[src/rtl/tetris_pkg.sv]
// Shared constants for the playfield renderer: flash FSM encoding, fixed colours,
// palette reset contents and a width helper.
package tetris_pkg;

  typedef enum logic [1:0] {
    FL_IDLE = 2'd0,
    FL_ON   = 2'd1,
    FL_OFF  = 2'd2
  } flash_state_e;

  localparam logic [23:0] GRID_RGB  = 24'hFFBEF0;
  localparam logic [23:0] FLASH_RGB = 24'hFFFFFF;

  // Entry [0] is the background colour; entries 1..7 are piece colours.
  localparam logic [7:0][23:0] PAL_INIT = {
    24'h99FFCC, 24'h990099, 24'h66FF66, 24'hFFFF66,
    24'h7F00FF, 24'hFF3399, 24'h66B2FF, 24'hFFCCE5
  };

  // Counter/index width that never collapses to zero bits.
  function automatic int clog2_min1(input int n);
    return (n > 1) ? $clog2(n) : 1;
  endfunction

endpackage

[src/rtl/row_flash_ctrl.sv]
// Line-clear flash sequencer: alternates ON/OFF phases every FLASH_FRAMES frames
// for FLASH_BLINKS pairs, then pulses flash_done and releases the latched rows.
module row_flash_ctrl
  import tetris_pkg::*;
#(
  parameter int ROWS         = 20,
  parameter int FLASH_FRAMES = 4,
  parameter int FLASH_BLINKS = 3
) (
  input  logic            clk,
  input  logic            rst,
  input  logic            vsync_start,
  input  logic            flash_req,
  input  logic [ROWS-1:0] flash_rows,
  output logic [ROWS-1:0] rows_q,
  output logic            flash_on,
  output logic            flash_busy,
  output logic            flash_done
);

  localparam int FW = clog2_min1(FLASH_FRAMES);
  localparam int BW = clog2_min1(FLASH_BLINKS);

  flash_state_e    state, state_d;
  logic [FW-1:0]   frm, frm_d;
  logic [BW-1:0]   blk, blk_d;
  logic [ROWS-1:0] rows_d;
  logic            done_q, done_d;
  logic            phase_end;

  always_ff @(posedge clk or negedge rst) begin
    if (!rst) begin
      state  <= FL_IDLE;
      frm    <= '0;
      blk    <= '0;
      rows_q <= '0;
      done_q <= 1'b0;
    end else begin
      state  <= state_d;
      frm    <= frm_d;
      blk    <= blk_d;
      rows_q <= rows_d;
      done_q <= done_d;
    end
  end

  assign phase_end = vsync_start && (frm == FW'(FLASH_FRAMES - 1));

  always_comb begin
    state_d = state;
    frm_d   = frm;
    blk_d   = blk;
    rows_d  = rows_q;
    done_d  = 1'b0;
    case (state)
      FL_IDLE: begin
        if (flash_req && (|flash_rows)) begin
          rows_d  = flash_rows;
          frm_d   = '0;
          blk_d   = '0;
          state_d = FL_ON;
        end
      end
      FL_ON: begin
        if (phase_end) begin
          frm_d   = '0;
          state_d = FL_OFF;
        end else if (vsync_start) begin
          frm_d = frm + 1'b1;
        end
      end
      FL_OFF: begin
        if (phase_end) begin
          frm_d = '0;
          // Last OFF phase ends the sequence instead of starting another blink.
          if (blk == BW'(FLASH_BLINKS - 1)) begin
            state_d = FL_IDLE;
            blk_d   = '0;
            rows_d  = '0;
            done_d  = 1'b1;
          end else begin
            blk_d   = blk + 1'b1;
            state_d = FL_ON;
          end
        end else if (vsync_start) begin
          frm_d = frm + 1'b1;
        end
      end
      default: state_d = FL_IDLE;
    endcase
  end

  always_comb begin
    flash_busy = (state == FL_ON) || (state == FL_OFF);
    flash_on   = (state == FL_ON);
    flash_done = done_q;
  end

endmodule

[src/rtl/playfield_renderer.sv]
// Two-stage pixel pipeline for the tetris playfield: board address generation and
// geometry in stage 1, palette/grid/flash colour resolution in stage 2.
module playfield_renderer
  import tetris_pkg::*;
#(
  parameter int  COLS         = 10,
  parameter int  ROWS         = 20,
  parameter int  CELL         = 20,
  parameter int  X0           = 220,
  parameter int  Y0           = 40,
  parameter int  FLASH_FRAMES = 4,
  parameter int  FLASH_BLINKS = 3,
  localparam int AW           = clog2_min1(COLS * ROWS)
) (
  input  logic            clk,
  input  logic            rst,
  input  logic            vsync_start,
  input  logic            blank_n,
  input  logic [8:0]      row,
  input  logic [9:0]      column,
  output logic [AW-1:0]   cell_addr,
  input  logic [2:0]      cell_code,
  input  logic            flash_req,
  input  logic [ROWS-1:0] flash_rows,
  output logic            flash_busy,
  output logic            flash_done,
  input  logic            pal_we,
  input  logic [2:0]      pal_idx,
  input  logic [23:0]     pal_data,
  output logic            hit,
  output logic [7:0]      red,
  output logic [7:0]      green,
  output logic [7:0]      blue
);

  localparam int CW = clog2_min1(COLS);
  localparam int RW = clog2_min1(ROWS);

  logic [9:0]      col_off;
  logic [8:0]      row_off;
  logic            in_board;
  logic [CW-1:0]   cell_c;
  logic [RW-1:0]   cell_r;
  logic            on_line;

  logic            in_board_q, blank_q, line_q;
  logic [CW-1:0]   cell_c_q;
  logic [RW-1:0]   cell_r_q;

  logic [7:0][23:0] pal;
  logic [ROWS-1:0] rows_q;
  logic            flash_on;
  logic            row_fl;
  logic [23:0]     rgb_d, rgb_q;
  logic            hit_q;

  // Stage 0: geometry, combinational from the raster position.
  always_comb begin
    col_off  = column - 10'(X0);
    row_off  = row - 9'(Y0);
    in_board = ({22'd0, column} >= 32'(X0)) && ({22'd0, column} < 32'(X0 + COLS * CELL)) &&
               ({23'd0, row}    >= 32'(Y0)) && ({23'd0, row}    < 32'(Y0 + ROWS * CELL));
    cell_c   = CW'(col_off / 10'(CELL));
    cell_r   = RW'(row_off / 9'(CELL));
    on_line  = (col_off % 10'(CELL)) == 10'd0;
    cell_addr = in_board ? AW'(32'(cell_r) * 32'(COLS) + 32'(cell_c)) : '0;
  end

  always_ff @(posedge clk or negedge rst) begin
    if (!rst) begin
      in_board_q <= 1'b0;
      blank_q    <= 1'b0;
      line_q     <= 1'b0;
      cell_c_q   <= '0;
      cell_r_q   <= '0;
    end else begin
      in_board_q <= in_board;
      blank_q    <= blank_n;
      line_q     <= on_line;
      cell_c_q   <= cell_c;
      cell_r_q   <= cell_r;
    end
  end

  always_ff @(posedge clk or negedge rst) begin
    if (!rst)        pal <= PAL_INIT;
    else if (pal_we) pal[pal_idx] <= pal_data;
  end

  row_flash_ctrl #(
    .ROWS         (ROWS),
    .FLASH_FRAMES (FLASH_FRAMES),
    .FLASH_BLINKS (FLASH_BLINKS)
  ) u_flash (
    .clk         (clk),
    .rst         (rst),
    .vsync_start (vsync_start),
    .flash_req   (flash_req),
    .flash_rows  (flash_rows),
    .rows_q      (rows_q),
    .flash_on    (flash_on),
    .flash_busy  (flash_busy),
    .flash_done  (flash_done)
  );

  // Stage 2: cell_code has arrived from the board RAM; resolve colour by priority.
  assign row_fl = flash_busy && rows_q[cell_r_q];

  always_comb begin
    rgb_d = pal[0];
    if (!blank_q || !in_board_q)                           rgb_d = '0;
    else if (row_fl && flash_on)                           rgb_d = FLASH_RGB;
    else if (row_fl)                                       rgb_d = pal[0];
    else if (cell_code != 3'd0)                            rgb_d = pal[cell_code];
    else if (line_q && (cell_c_q != '0))                   rgb_d = GRID_RGB;
  end

  always_ff @(posedge clk or negedge rst) begin
    if (!rst) begin
      rgb_q <= '0;
      hit_q <= 1'b0;
    end else begin
      rgb_q <= rgb_d;
      hit_q <= in_board_q;
    end
  end

  assign hit   = hit_q;
  assign red   = rgb_q[23:16];
  assign green = rgb_q[15:8];
  assign blue  = rgb_q[7:0];

endmodule

[config.mk]
export PLATFORM = sky130hd
export DESIGN_NAME = playfield_renderer
export DESIGN_NICKNAME = d
export VERILOG_FILES = /design/src/rtl/tetris_pkg.sv /design/src/rtl/row_flash_ctrl.sv /design/src/rtl/playfield_renderer.sv
export SDC_FILE = /design/constraint.sdc
export NUM_CORES = 1
export LEC_CHECK = 0
export ABC_AREA = 1
export CAP_MARGIN = 5
export CELL_PAD_IN_SITES_DETAIL_PLACEMENT = 1
export CELL_PAD_IN_SITES_GLOBAL_PLACEMENT = 1
export CORE_AREA = 3 3 169 171
export CTS_CLUSTER_SIZE = 8
export DETAILED_ROUTE_END_ITERATION = 10
export DIE_AREA = 0 0 172 174
export PLACE_DENSITY_LB_ADDON = 0.1
export SLEW_MARGIN = 25
export SYNTH_ARGS = -nofsm -noshare
export SYNTH_HDL_FRONTEND = slang
export SYNTH_SLANG_ARGS = --single-unit
export TNS_END_PERCENT = 10
[constraint.sdc]
create_clock -name clk -period 14.86 [get_ports clk]
set_input_delay 2.972 -clock clk [delete_from_list [all_inputs] [get_ports clk]]
set_output_delay 2.972 -clock clk [all_outputs]
set_load 0.02 [all_outputs]
==> summary.txt <==
Run status
  – Status: finished, final reports clean

Hold path
  – Hold Startpoint: in_board_q
  – Type of the worst min-delay path: reg2reg

Critical path
  – Worst path most repeated cell: inv_2
  – CP Launch Type: input port
  – Critical path required time: 11.89 ns
  – RR Startpoint: cell_c_q[1]
  – Highest fanout seen on the critical path: 6
  – Critical path class: in2out
  – Critical path data arrival time: 8.91 ns
  – Delay of the slowest cell on the worst path: 0.62 ns
  – Crit. End Element: output pin
  – Worst setup path startpoint: row[3]
  – CP max-delay cell: clkdlybuf4s50_1

Timing
  – Worst rel slew slack: 0.282
  – Final min period: 11.88 ns
  – Highest Clock Rate: 0.0842 GHz
  – Final Setup Violations: 0
  – Max-slew violation count: 0
  – Count of final hold-check violations: 0
  – Measured slew at the worst slew-check pin: 1.07 ns
  – Crit share post-route: 0.799
  – RSZ-0062 raised after global routing: false
  – Setup tns final: 0 ns
  – Final Skew: 0.0207 ns

Drt
  – DRT Pass-1 Iters: 5
  – Routed vias/inst: 5.57
  – Final ANT Viol Nets: 0
  – Routed WL: 36200 microns
  – DRT iter0 DRCs: 704
  – Drt drc: 0
  – Avg WL per Cell: 18.6 microns
  – Via count: 10800

Clock network
  – Clock slew at reported path FFs: 0.05 ns
  – Cts bufs inserted: 37
  – CTS tree: yes
  – Post-CTS setup buffer count: 0
  – Clock root buffer: clkbuf_16
  – Clock sinks: 256
  – CTS resizes: 0
  – Clock buffer depth: 3
  – # hold bufs at CTS: 0
  – H-tree depth: 2
  – Worst skew pair latency: 0.51 ns

Power
  – Sequential power share: 0.403
  – Power Density: 161 nW/um^2
  – Clk network pwr share: 0.326
  – P_sw: 0.000804 W
  – Power Internal: 0.00162 W
  – Sw Ratio: 0.332
  – VDD IR-drop max: 91.0 uV
  – Pleak: 6.63 nW
  – Logic pwr share: 0.272

Synth
  – Synth Cell Area: 12600 sq um
  – Mapped Nets: 1599
  – Yosys warns: 0
  – Syn_area_per_cell: 8.42 sq um
  – Post-synth ARST share: 1.00
  – Sequential cell area fraction in the yosys report: 0.519
  – Main synth FF type: dfrtp_1
  – EDFF count, synth: 0
  – Synth Register Bits: 256
  – Synthesized instance count: 1503
  – Post-synthesis cell type count: 51

Place
  – Routability cong.: 0.782
  – DP HPWL: 21200 microns
  – Port bufs: 109
  – Post-Place Cells: 1879

Global route
  – Vias in the first global route: 11500
  – Tot GR Track Use: 0.245
  – Initial antenna violation count: 0
  – Largest net degree at the start of global routing: 172
  – First-pass GRT wire length: 59800 microns
  – Total congestion overflow: 0

Floorplan
  – Die area: 29900 sq um
  – Effective utilization at floorplan: 0.468
  – Core area: 27000 sq um
  – IO Count: 110
  – DIE WIDTH: 172 microns
  – DIE HEIGHT: 174 microns
  – Core Rows: 60

Finish
  – Layout overhead on the synthesized area: 19.1%
  – Most common cell after layout, fill and taps aside: nand2_1
  – # diodes: 0
  – Non-Filler Instances: 1946
  – Most frequent cells in the layout: nand2_1 (361), o21ai_0 (253), dfrtp_1 (132)
  – Layout cells sized above 1: 0.156
  – Nets@finish: 1673
  – Fillers: 3193

Job
  – Max-Cap Viols: 0
-- kinds of logic after synthesis --
logic type,after synthesis,synth area share
simple gates,561,0.193
compound gates,431,0.192
flops,256,0.519
buf+inv,225,0.0669
fa+ha+maj,21,0.0220
xor+xnor,8,0.00613
mux,1,0.000791
-- metal layers --
metal | track usage | routed length [microns]
met1 | 0.332 | 16500
met2 | 0.424 | 18000
met3 | 0.0314 | 1070
met4 | 0.0492 | 604
met5 | 0 | 0
-- through the flow --
step / total power (W) / area (sq um) / util / worst slack (ns) / hold slack [ns]
after detailed placement: 0.00164 / 14000 / 0.517 / 3.00 / 0.374
after floorplan: 0.00142 / 12600 / - / 4.71 / 0.354
after CTS: 0.00245 / 15100 / 0.558 / 2.98 / 0.385
final: 0.00242 / 15100 / 0.558 / 2.98 / 0.383
after global routing: 0.00259 / 15100 / 0.558 / 2.41 / 0.400
after global placement: 0.00160 / 14000 / 0.517 / 3.35 / 0.360
-- power by group through the flow --
| stage | clock [W] | sequential, W | combinational (W) |
|---|---|---|---|
| floorplan | 0 | 0.000960 | 0.000456 |
| global placement | 0 | 0.000973 | 0.000630 |
| detailed placement | 0 | 0.000982 | 0.000658 |
| CTS | 0.000805 | 0.000975 | 0.000666 |
| global route | 0.000839 | 0.000994 | 0.000755 |
| finish | 0.000788 | 0.000975 | 0.000657 |
-- synth_stat cells, types with 19 or more instances --
| master | count | area share |
|---|---|---|
| nand2_2 | 21 | 0.010 |
| o22ai_1 | 33 | 0.016 |
| o211ai_1 | 20 | 0.012 |
| nand3_1 | 73 | 0.029 |
| ha_1 | 19 | 0.019 |
| nand2_1 | 362 | 0.11 |
| nor3_1 | 28 | 0.011 |
| clkbuf_1 | 85 | 0.025 |
| a21oi_1 | 64 | 0.025 |
| inv_1 | 116 | 0.034 |
| nor2_1 | 43 | 0.013 |
| dfstp_2 | 124 | 0.26 |
| o21ai_0 | 253 | 0.10 |
| dfrtp_1 | 132 | 0.26 |
| a211oi_1 | 23 | 0.014 |
-- state kept, by name, summed over array words and instances, names as in the netlist --
register	cells
rgb_q	24
u_flash.blk	2
u_flash.frm	2
cell_r_q	5
blank_q	1
u_flash.flash_done	1
u_flash.rows_q	20
pal	192
cell_c_q	4
u_flash.state	2
in_board_q	1
hit	1
line_q	1
-- final cells by class --
| cell class | count | area [sq um] | share of cell area |
|---|---|---|---|
| clock buffers | 66 | 1080 | 0.0715 |
| clock inverters | 1 | 8.76 | 0.000581 |
| inverters | 133 | 500 | 0.0332 |
| multi-input cells | 1022 | 5260 | 0.349 |
| flip-flops and latches | 256 | 6560 | 0.435 |
| well taps | 341 | 427 | 0.0283 |
| repair buffers | 127 | 1240 | 0.0822 |
-- critical path, delay by kind of cell --
kind                     cells  cell delay, ns
AO/OA/AOI/OAI                5            0.89
AND/OR/NAND/NOR             13            1.59
buffers and inverters        9            1.74
XOR/XNOR                     2            0.41
adder cells (fa/ha/maj)      4            1.28
-- worst paths after layout --
| kind | end | slack [ns] | cells after the start |
|---|---|---|---|
| worst max-delay path | cell_addr[7] | 2.98 | 33 |
| worst min-delay path | hit | 0.38 | 0 |
| worst max register to register | rgb_q[8] | 11.86 | 7 |
| worst min register to register | hit | 0.38 | 0 |
| max in group asynchronous | pal[155] | 11.06 | 2 |
| min in group asynchronous | u_flash.rows_q[4] | 2.45 | 1 |
(Power assumes the default switching activity.)
